<file path="config.mk">
export PLATFORM = sky130hd
export DESIGN_NAME = instr_loader
export DESIGN_NICKNAME = d
export VERILOG_FILES = /design/src/rtl/instr_loader_pkg.sv /design/src/rtl/instr_loader.sv
export SDC_FILE = /design/constraint.sdc
export NUM_CORES = 1
export LEC_CHECK = 0
export CELL_PAD_IN_SITES_DETAIL_PLACEMENT = 0
export CELL_PAD_IN_SITES_GLOBAL_PLACEMENT = 2
export CORE_MARGIN = 2
export CORE_UTILIZATION = 36
export CTS_CLUSTER_SIZE = 8
export DETAILED_ROUTE_END_ITERATION = 8
export PLACE_DENSITY = 0.82
export SLEW_MARGIN = 20
export SYNTH_ARGS = -nofsm -noshare
export SYNTH_HDL_FRONTEND = slang
export SYNTH_SLANG_ARGS = --single-unit
</file>
<file path="constraint.sdc">
create_clock -name i_clk -period 6 [get_ports i_clk]
set_input_delay 0.9 -clock i_clk [delete_from_list [all_inputs] [get_ports i_clk]]
set_output_delay 0.9 -clock i_clk [all_outputs]
set_load 0.02 [all_outputs]
</file>
<file path="src/rtl/instr_loader_pkg.sv">
// Shared definitions for the instruction-memory boot loader.
// Holds the loader FSM state encoding and the stream framing constants.
// Optional feature macro: INSTR_LOADER_CHECKSUM_EN (adds the CHK state).
package instr_loader_pkg;

    // Bytes in the length header and bytes per instruction word.
    localparam int unsigned LEN_BYTES      = 2;
    localparam int unsigned BYTES_PER_WORD = 4;

    localparam int unsigned LEN_W  = 8 * LEN_BYTES;
    localparam int unsigned WORD_W = 8 * BYTES_PER_WORD;
    localparam int unsigned IDX_W  = $clog2(BYTES_PER_WORD);

    typedef enum logic [2:0] {
        StIdle,
        StLenLo,
        StLenHi,
        StData,
        StWrite,
        StChk,
        StDone,
        StErr
    } state_e;

endpackage

</file>
<file path="src/rtl/instr_loader.sv">
// Boot-time writer for the core's instruction memory.
// Accepts a byte stream (16-bit word count N, low byte first, then N little-endian
// 32-bit words), writes each word to a word-addressed memory port and keeps the
// core stalled until the whole image is written.
//
// Ports:
//   i_clk, i_reset        clock, asynchronous active-high reset
//   i_start               begin a load (honoured in IDLE, DONE, ERR)
//   i_valid, i_byte       byte stream input
//   o_ready               loader accepts a byte this cycle (registered)
//   o_we, o_waddr, o_wdata instruction memory write port (one pulse per word)
//   o_cpu_hold            core must not fetch (low only in DONE)
//   o_done, o_err         sticky load result until next i_start or reset
//
// Optional feature: define INSTR_LOADER_CHECKSUM_EN to require a trailing XOR
// checksum byte over all data bytes before DONE.
module instr_loader
    import instr_loader_pkg::*;
#(
    parameter int unsigned DEPTH  = 4096,
    parameter int unsigned ADDR_W = 12
) (
    input  logic              i_clk,
    input  logic              i_reset,
    input  logic              i_start,
    input  logic              i_valid,
    input  logic [7:0]        i_byte,
    output logic              o_ready,
    output logic              o_we,
    output logic [ADDR_W-1:0] o_waddr,
    output logic [31:0]       o_wdata,
    output logic              o_cpu_hold,
    output logic              o_done,
    output logic              o_err
);

    state_e                 state_q, state_d;
    logic [LEN_W-1:0]       len_q, len_d;
    logic [ADDR_W:0]        wcnt_q, wcnt_d;     // words written so far
    logic [ADDR_W-1:0]      waddr_q, waddr_d;
    logic [IDX_W-1:0]       idx_q, idx_d;
    logic [WORD_W-1:0]      wdata_q, wdata_d;
    logic                   ready_q, we_q, done_q, err_q, hold_q;
`ifdef INSTR_LOADER_CHECKSUM_EN
    logic [7:0]             xor_q, xor_d;
`endif

    logic                   accept;
    logic                   start_load;
    logic                   last_word;
    logic [LEN_W-1:0]       len_new;
    logic [ADDR_W:0]        wcnt_inc;

    assign accept     = i_valid && ready_q;
    assign start_load = i_start && (state_q == StIdle || state_q == StDone || state_q == StErr);
    assign len_new    = {i_byte, len_q[7:0]};
    assign wcnt_inc   = wcnt_q + 1'b1;
    // Counter is one bit wider than the address so N == DEPTH compares correctly.
    assign last_word  = (32'(wcnt_inc) == 32'(len_q));

    always_comb begin
        state_d = state_q;
        len_d   = len_q;
        wcnt_d  = wcnt_q;
        waddr_d = waddr_q;
        idx_d   = idx_q;
        wdata_d = wdata_q;
`ifdef INSTR_LOADER_CHECKSUM_EN
        xor_d   = xor_q;
`endif

        case (state_q)
            StLenLo: begin
                if (accept) begin
                    len_d   = {len_q[LEN_W-1:8], i_byte};
                    state_d = StLenHi;
                end
            end
            StLenHi: begin
                if (accept) begin
                    len_d = len_new;
                    if (len_new == '0 || 32'(len_new) > DEPTH) begin
                        state_d = StErr;
                    end else begin
                        wcnt_d  = '0;
                        idx_d   = '0;
                        state_d = StData;
                    end
                end
            end
            StData: begin
                if (accept) begin
                    wdata_d[8*idx_q +: 8] = i_byte;
                    idx_d                 = idx_q + 1'b1;
`ifdef INSTR_LOADER_CHECKSUM_EN
                    xor_d                 = xor_q ^ i_byte;
`endif
                    if (idx_q == IDX_W'(BYTES_PER_WORD - 1)) begin
                        state_d = StWrite;
                    end
                end
            end
            StWrite: begin
                wcnt_d = wcnt_inc;
                if (last_word) begin
                    // Address is left on the last word so N == DEPTH never wraps to 0.
`ifdef INSTR_LOADER_CHECKSUM_EN
                    state_d = StChk;
`else
                    state_d = StDone;
`endif
                end else begin
                    waddr_d = waddr_q + 1'b1;
                    state_d = StData;
                end
            end
`ifdef INSTR_LOADER_CHECKSUM_EN
            StChk: begin
                if (accept) begin
                    state_d = (i_byte == xor_q) ? StDone : StErr;
                end
            end
`endif
            StIdle, StDone, StErr: ;
            default: state_d = StIdle;
        endcase

        if (start_load) begin
            state_d = StLenLo;
            wcnt_d  = '0;
            waddr_d = '0;
            idx_d   = '0;
`ifdef INSTR_LOADER_CHECKSUM_EN
            xor_d   = '0;
`endif
        end
    end

    // Status outputs are registered from the next state so they line up with it.
    always_ff @(posedge i_clk or posedge i_reset) begin
        if (i_reset) begin
            state_q <= StIdle;
            len_q   <= '0;
            wcnt_q  <= '0;
            waddr_q <= '0;
            idx_q   <= '0;
            wdata_q <= '0;
            ready_q <= 1'b0;
            we_q    <= 1'b0;
            done_q  <= 1'b0;
            err_q   <= 1'b0;
            hold_q  <= 1'b1;
`ifdef INSTR_LOADER_CHECKSUM_EN
            xor_q   <= '0;
`endif
        end else begin
            state_q <= state_d;
            len_q   <= len_d;
            wcnt_q  <= wcnt_d;
            waddr_q <= waddr_d;
            idx_q   <= idx_d;
            wdata_q <= wdata_d;
            ready_q <= (state_d == StLenLo) || (state_d == StLenHi) || (state_d == StData)
                       || (state_d == StChk);
            we_q    <= (state_d == StWrite);
            done_q  <= (state_d == StDone);
            err_q   <= (state_d == StErr);
            hold_q  <= (state_d != StDone);
`ifdef INSTR_LOADER_CHECKSUM_EN
            xor_q   <= xor_d;
`endif
        end
    end

    assign o_ready    = ready_q;
    assign o_we       = we_q;
    assign o_waddr    = waddr_q;
    assign o_wdata    = wdata_q;
    assign o_cpu_hold = hold_q;
    assign o_done     = done_q;
    assign o_err      = err_q;

endmodule

</file>
==> results_tabular.tex <==
\begin{tabular}{lr}
\hline
Metric & Value \\
\hline
\multicolumn{2}{l}{\textbf{Clocking}} \\
\quad Cts bufs inserted & 9 \\
\quad Clock Path Buffers & 2 \\
\quad Clk\_lat worst skew & 0.34 ns \\
\quad Clock-pin slew on the worst setup and hold paths & 0.06 ns \\
\quad Number of setup buffers added after CTS & 0 \\
\quad Number of H-tree branching levels & 3 \\
\quad CTS tree & built \\
\quad Clk Tree Root Cell & clkbuf\_16 \\
\quad Number of gates resized after cts & 0 \\
\quad Clk sinks & 83 \\
\quad Count of hold-fix buffers inserted at cts & 0 \\
\multicolumn{2}{l}{\textbf{Synth}} \\
\quad Post-synthesis compound-gate area fraction & 0.165 \\
\quad Proportion of synthesized chip area in sequential cells & 0.476 \\
\quad Post-synth ARST share & 1.00 \\
\quad Number of enable flip-flop cells after synthesis & 0 \\
\quad Top cell types by occurrence after synthesis & 106 x nand2\_1, 82 x dfrtp\_1, 71 x o21ai\_0 \\
\quad Most used standard cell by instance count after synthesis & nand2\_1 \\
\quad Mapped Nets & 498 \\
\quad Total number of yosys warnings & 0 \\
\quad Cell taking the most area after synthesis & dfrtp\_1 \\
\quad Most instantiated flip-flop cell in the synthesis netlist & dfrtp\_1 \\
\quad XOR/XNOR Fraction of Synth Area & 0.0381 \\
\quad Multiplexer area fraction after synthesis & 0.0324 \\
\quad Cell types with the largest area share after synthesis & dfrtp\_1 47\%, nand2\_1 9.1\%, o21ai\_0 8.1\%, mux2\_2 2.3\%, ha\_1 2.3\% \\
\quad Fraction of the mapped netlist area in adder cells & 0.0229 \\
\quad Mapped Cells & 478 \\
\quad Distinct cell type count of the synthesized netlist & 58 \\
\quad Fraction of post-synthesis cell area in the top cell type by area & 0.470 \\
\quad Register bit count reported by yosys & 83 \\
\quad Post-synthesis simple-gate area fraction & 0.229 \\
\quad Largest family of logic cells by synthesized area & simple AND/OR/NAND/NOR gates \\
\quad Cell area after technology mapping & 4360 sq um \\
\quad Average footprint of a synthesized cell & 9.13 sq um \\
\multicolumn{2}{l}{\textbf{GRT}} \\
\quad All-layer global routing usage & 0.186 \\
\quad Maximum number of pins on one net before global-route repair & 54 \\
\quad GR Overflow Total & 0 \\
\quad Global-route wire length before repair & 18.9 mm \\
\quad Via count of the first global-routing pass & 3565 \\
\quad Number of antenna violations at the first check in global routing & 0 \\
\multicolumn{2}{l}{\textbf{Timing}} \\
\quad Measured slew at the worst slew-check pin & 0.990 ns \\
\quad Ratio of final minimum period to clock period & 0.529 \\
\quad Fin. Hold Viols & 0 \\
\quad Total negative slack for setup checks & 0 ns \\
\quad Unrepaired setup endpoints after global routing & no \\
\quad Max transition margin & 0.338 \\
\quad Fin. max-slew vios & 0 \\
\quad Post-layout min period & 3.17 ns \\
\quad Setup violations, final & 0 \\
\quad Max Clock Freq & 0.315 GHz \\
\quad Post-route worst hold slack & 0.475 ns \\
\quad Final clock skew & 0.00852 ns \\
\multicolumn{2}{l}{\textbf{Cells and area}} \\
\quad Final-stage net count & 545 \\
\quad Util after Layout & 0.450 \\
\quad Fill cells & 1157 \\
\quad Share of layout cells above drive strength 1 & 0.0811 \\
\quad Total area of multi-input combinational cells & 2140 sq um \\
\quad Sequential cell area in the final layout & 2080 sq um \\
\quad Area Growth Syn to Fin & 22.8\% \\
\quad Inserted Diodes & 0 \\
\multicolumn{2}{l}{\textbf{Routing}} \\
\quad Number of remaining DRC errors & 0 \\
\quad Vias post-DR & 3611 \\
\quad Detail-routed via count per cell & 5.33 \\
\quad Sum of met2 wire segment lengths after detailed routing & 5.23 mm \\
\quad Met1 Routed Length & 5.44 mm \\
\quad Number of nets with antenna violations after routing & 0 \\
\quad Highest routing layer actually used & met4 \\
\quad First-iteration detailed-routing DRC count & 248 \\
\quad Wire length on met3 & 478 microns \\
\quad Post-DR wirelength/cell & 16.7 microns \\
\quad Length of the first detailed-routing pass in iterations & 4 \\
\quad Wire length reported by the detailed router & 11.3 mm \\
\multicolumn{2}{l}{\textbf{Worst setup path}} \\
\quad CP peak stage delay & 0.72 ns \\
\quad Slowest CP cell & nor4\_2 \\
\quad Data arrival time of the worst path & 3.45 ns \\
\quad Crit path capture type & flip-flop \\
\quad Crit path kind & reg -> reg \\
\quad Cell class contributing the biggest share of worst-path delay & simple AND/OR/NAND/NOR gates \\
\quad CP Data Required Time & 6.28 ns \\
\quad Highest net fanout along the worst path & 11 \\
\quad Startpoint type of the worst setup path & flip-flop \\
\quad Buffers plus inverters on the worst setup path & 0 \\
\quad Sequence of cells on the critical path & ha\_1 > nand3\_2 > or4\_1 > a21oi\_1 > nand4b\_1 > nor4\_2 > a21o\_4 > and3\_1 \\
\quad Worst-case register-to-register setup slack & 2.83 ns \\
\multicolumn{2}{l}{\textbf{Floorplanning}} \\
\quad Initial Util & 0.366 \\
\quad Die Span Y & 114 microns \\
\quad Boundary Pins & 61 \\
\quad Cell row count & 40 \\
\quad Die Width & 114 microns \\
\quad Die Outline Area & 13000 sq um \\
\quad Placeable core region & 11900 sq um \\
\multicolumn{2}{l}{\textbf{Pwr}} \\
\quad P\_leak & 0.00218 uW \\
\quad Maximum ir drop on the vdd rail & 242 uV \\
\quad Power density over cell area & 451 nW/um\^{}2 \\
\quad Final Total Pwr & 2420 uW \\
\multicolumn{2}{l}{\textbf{Placed design}} \\
\quad Half-perimeter wire length after detailed placement & 7.77 mm \\
\quad IO Port Bufs & 60 \\
\quad Final Wtd Congestion & 0.810 \\
\multicolumn{2}{l}{\textbf{Run}} \\
\quad \# Max-Cap Violations & 0 \\
\multicolumn{2}{l}{\textbf{Run status}} \\
\quad Status & finished, final reports clean \\
\multicolumn{2}{l}{\textbf{Worst hold path}} \\
\quad Worst Hold Class & reg -> reg \\
\hline
\end{tabular}
==> worst min-delay path, cell delays in order, from the launching register on <==
cell and delay (ns):
dfrtp_1 0.34, nand2_1 0.04, o21ai_0 0.05
==> state kept, by name, summed over array words and instances, names as in the netlist <==
name / flops
state_q: 3
o_ready: 1
wcnt_q: 13
o_done: 1
o_waddr: 12
o_wdata: 32
o_cpu_hold: 1
len_q: 16
idx_q: 2
o_err: 1
o_we: 1
==> path summary, 6_finish.rpt <==
path | cells after the start | from | to
max | 8 | wcnt_q[0]$_DFFE_PP0P_ | o_err$_DFF_PP0_
min | 2 | o_wdata[24]$_DFFE_PP0P_ | o_wdata[24]$_DFFE_PP0P_
max reg2reg | 8 | wcnt_q[0]$_DFFE_PP0P_ | o_err$_DFF_PP0_
min reg2reg | 2 | o_wdata[24]$_DFFE_PP0P_ | o_wdata[24]$_DFFE_PP0P_
max in group asynchronous | 3 | i_reset | len_q[6]$_DFFE_PP0P_
min in group asynchronous | 2 | i_reset | wcnt_q[5]$_DFFE_PP0P_
==> layout make-up <==
| class | count | share of cell area |
|---|---|---|
| Tap cell | 147 | 0.0343 |
| Multi-Input combinational cell | 362 | 0.399 |
| Clock buffer | 11 | 0.0434 |
| Sequential cell | 83 | 0.388 |
| Timing Repair Buffer | 62 | 0.115 |
| Clock inverter | 5 | 0.0159 |
| Inverter | 7 | 0.00514 |
==> cells by family after synthesis <==
| kind of cell | count (synthesis) |
|---|---|
| mux | 13 |
| flops | 83 |
| compound gates | 120 |
| fa+ha+maj | 8 |
| xor+xnor | 19 |
| simple gates | 202 |
| buf+inv | 33 |
==> placed cells by master (no fill, tap or decap), drive strengths merged, types with 3 or more instances in the layout <==
cell type	count
nand3b	3
o31ai	9
clkbuf	11
mux2	9
nand2	107
nor4	6
and2	3
nor3	8
nand4	10
nor2	16
nor2b	4
and3	4
mux2i	4
or3	11
o211ai	3
nand3	13
xor2	9
xnor2	10
nor3b	5
a21oi	15
dfrtp	82
or4	3
ha	8
inv	7
clkdlybuf4s50	60
o21ai	76
==> metrics by stage <==
stage	worst slack, ns	cells	cell area (sq um)
2_1_floorplan	2.96	478	4360
3_3_place_gp	2.77	661	5030
5_1_grt	2.59	677	5360
6_report	2.83	677	5360
4_1_cts	2.76	677	5350
3_5_place_dp	2.79	661	5030
==> metal layers <==
metal  vias up  GRT usage
li1       1778          -
met4         0     0.0569
met1      1761      0.252
met3        12     0.0492
met2        60      0.292
met5         -          0
==> where the power goes <==
group          internal (uW)  switching, uW
combinational            406            516
clock                    367            232
sequential               728            166
total                   1500            914
Power figures use the tool's default switching activity.
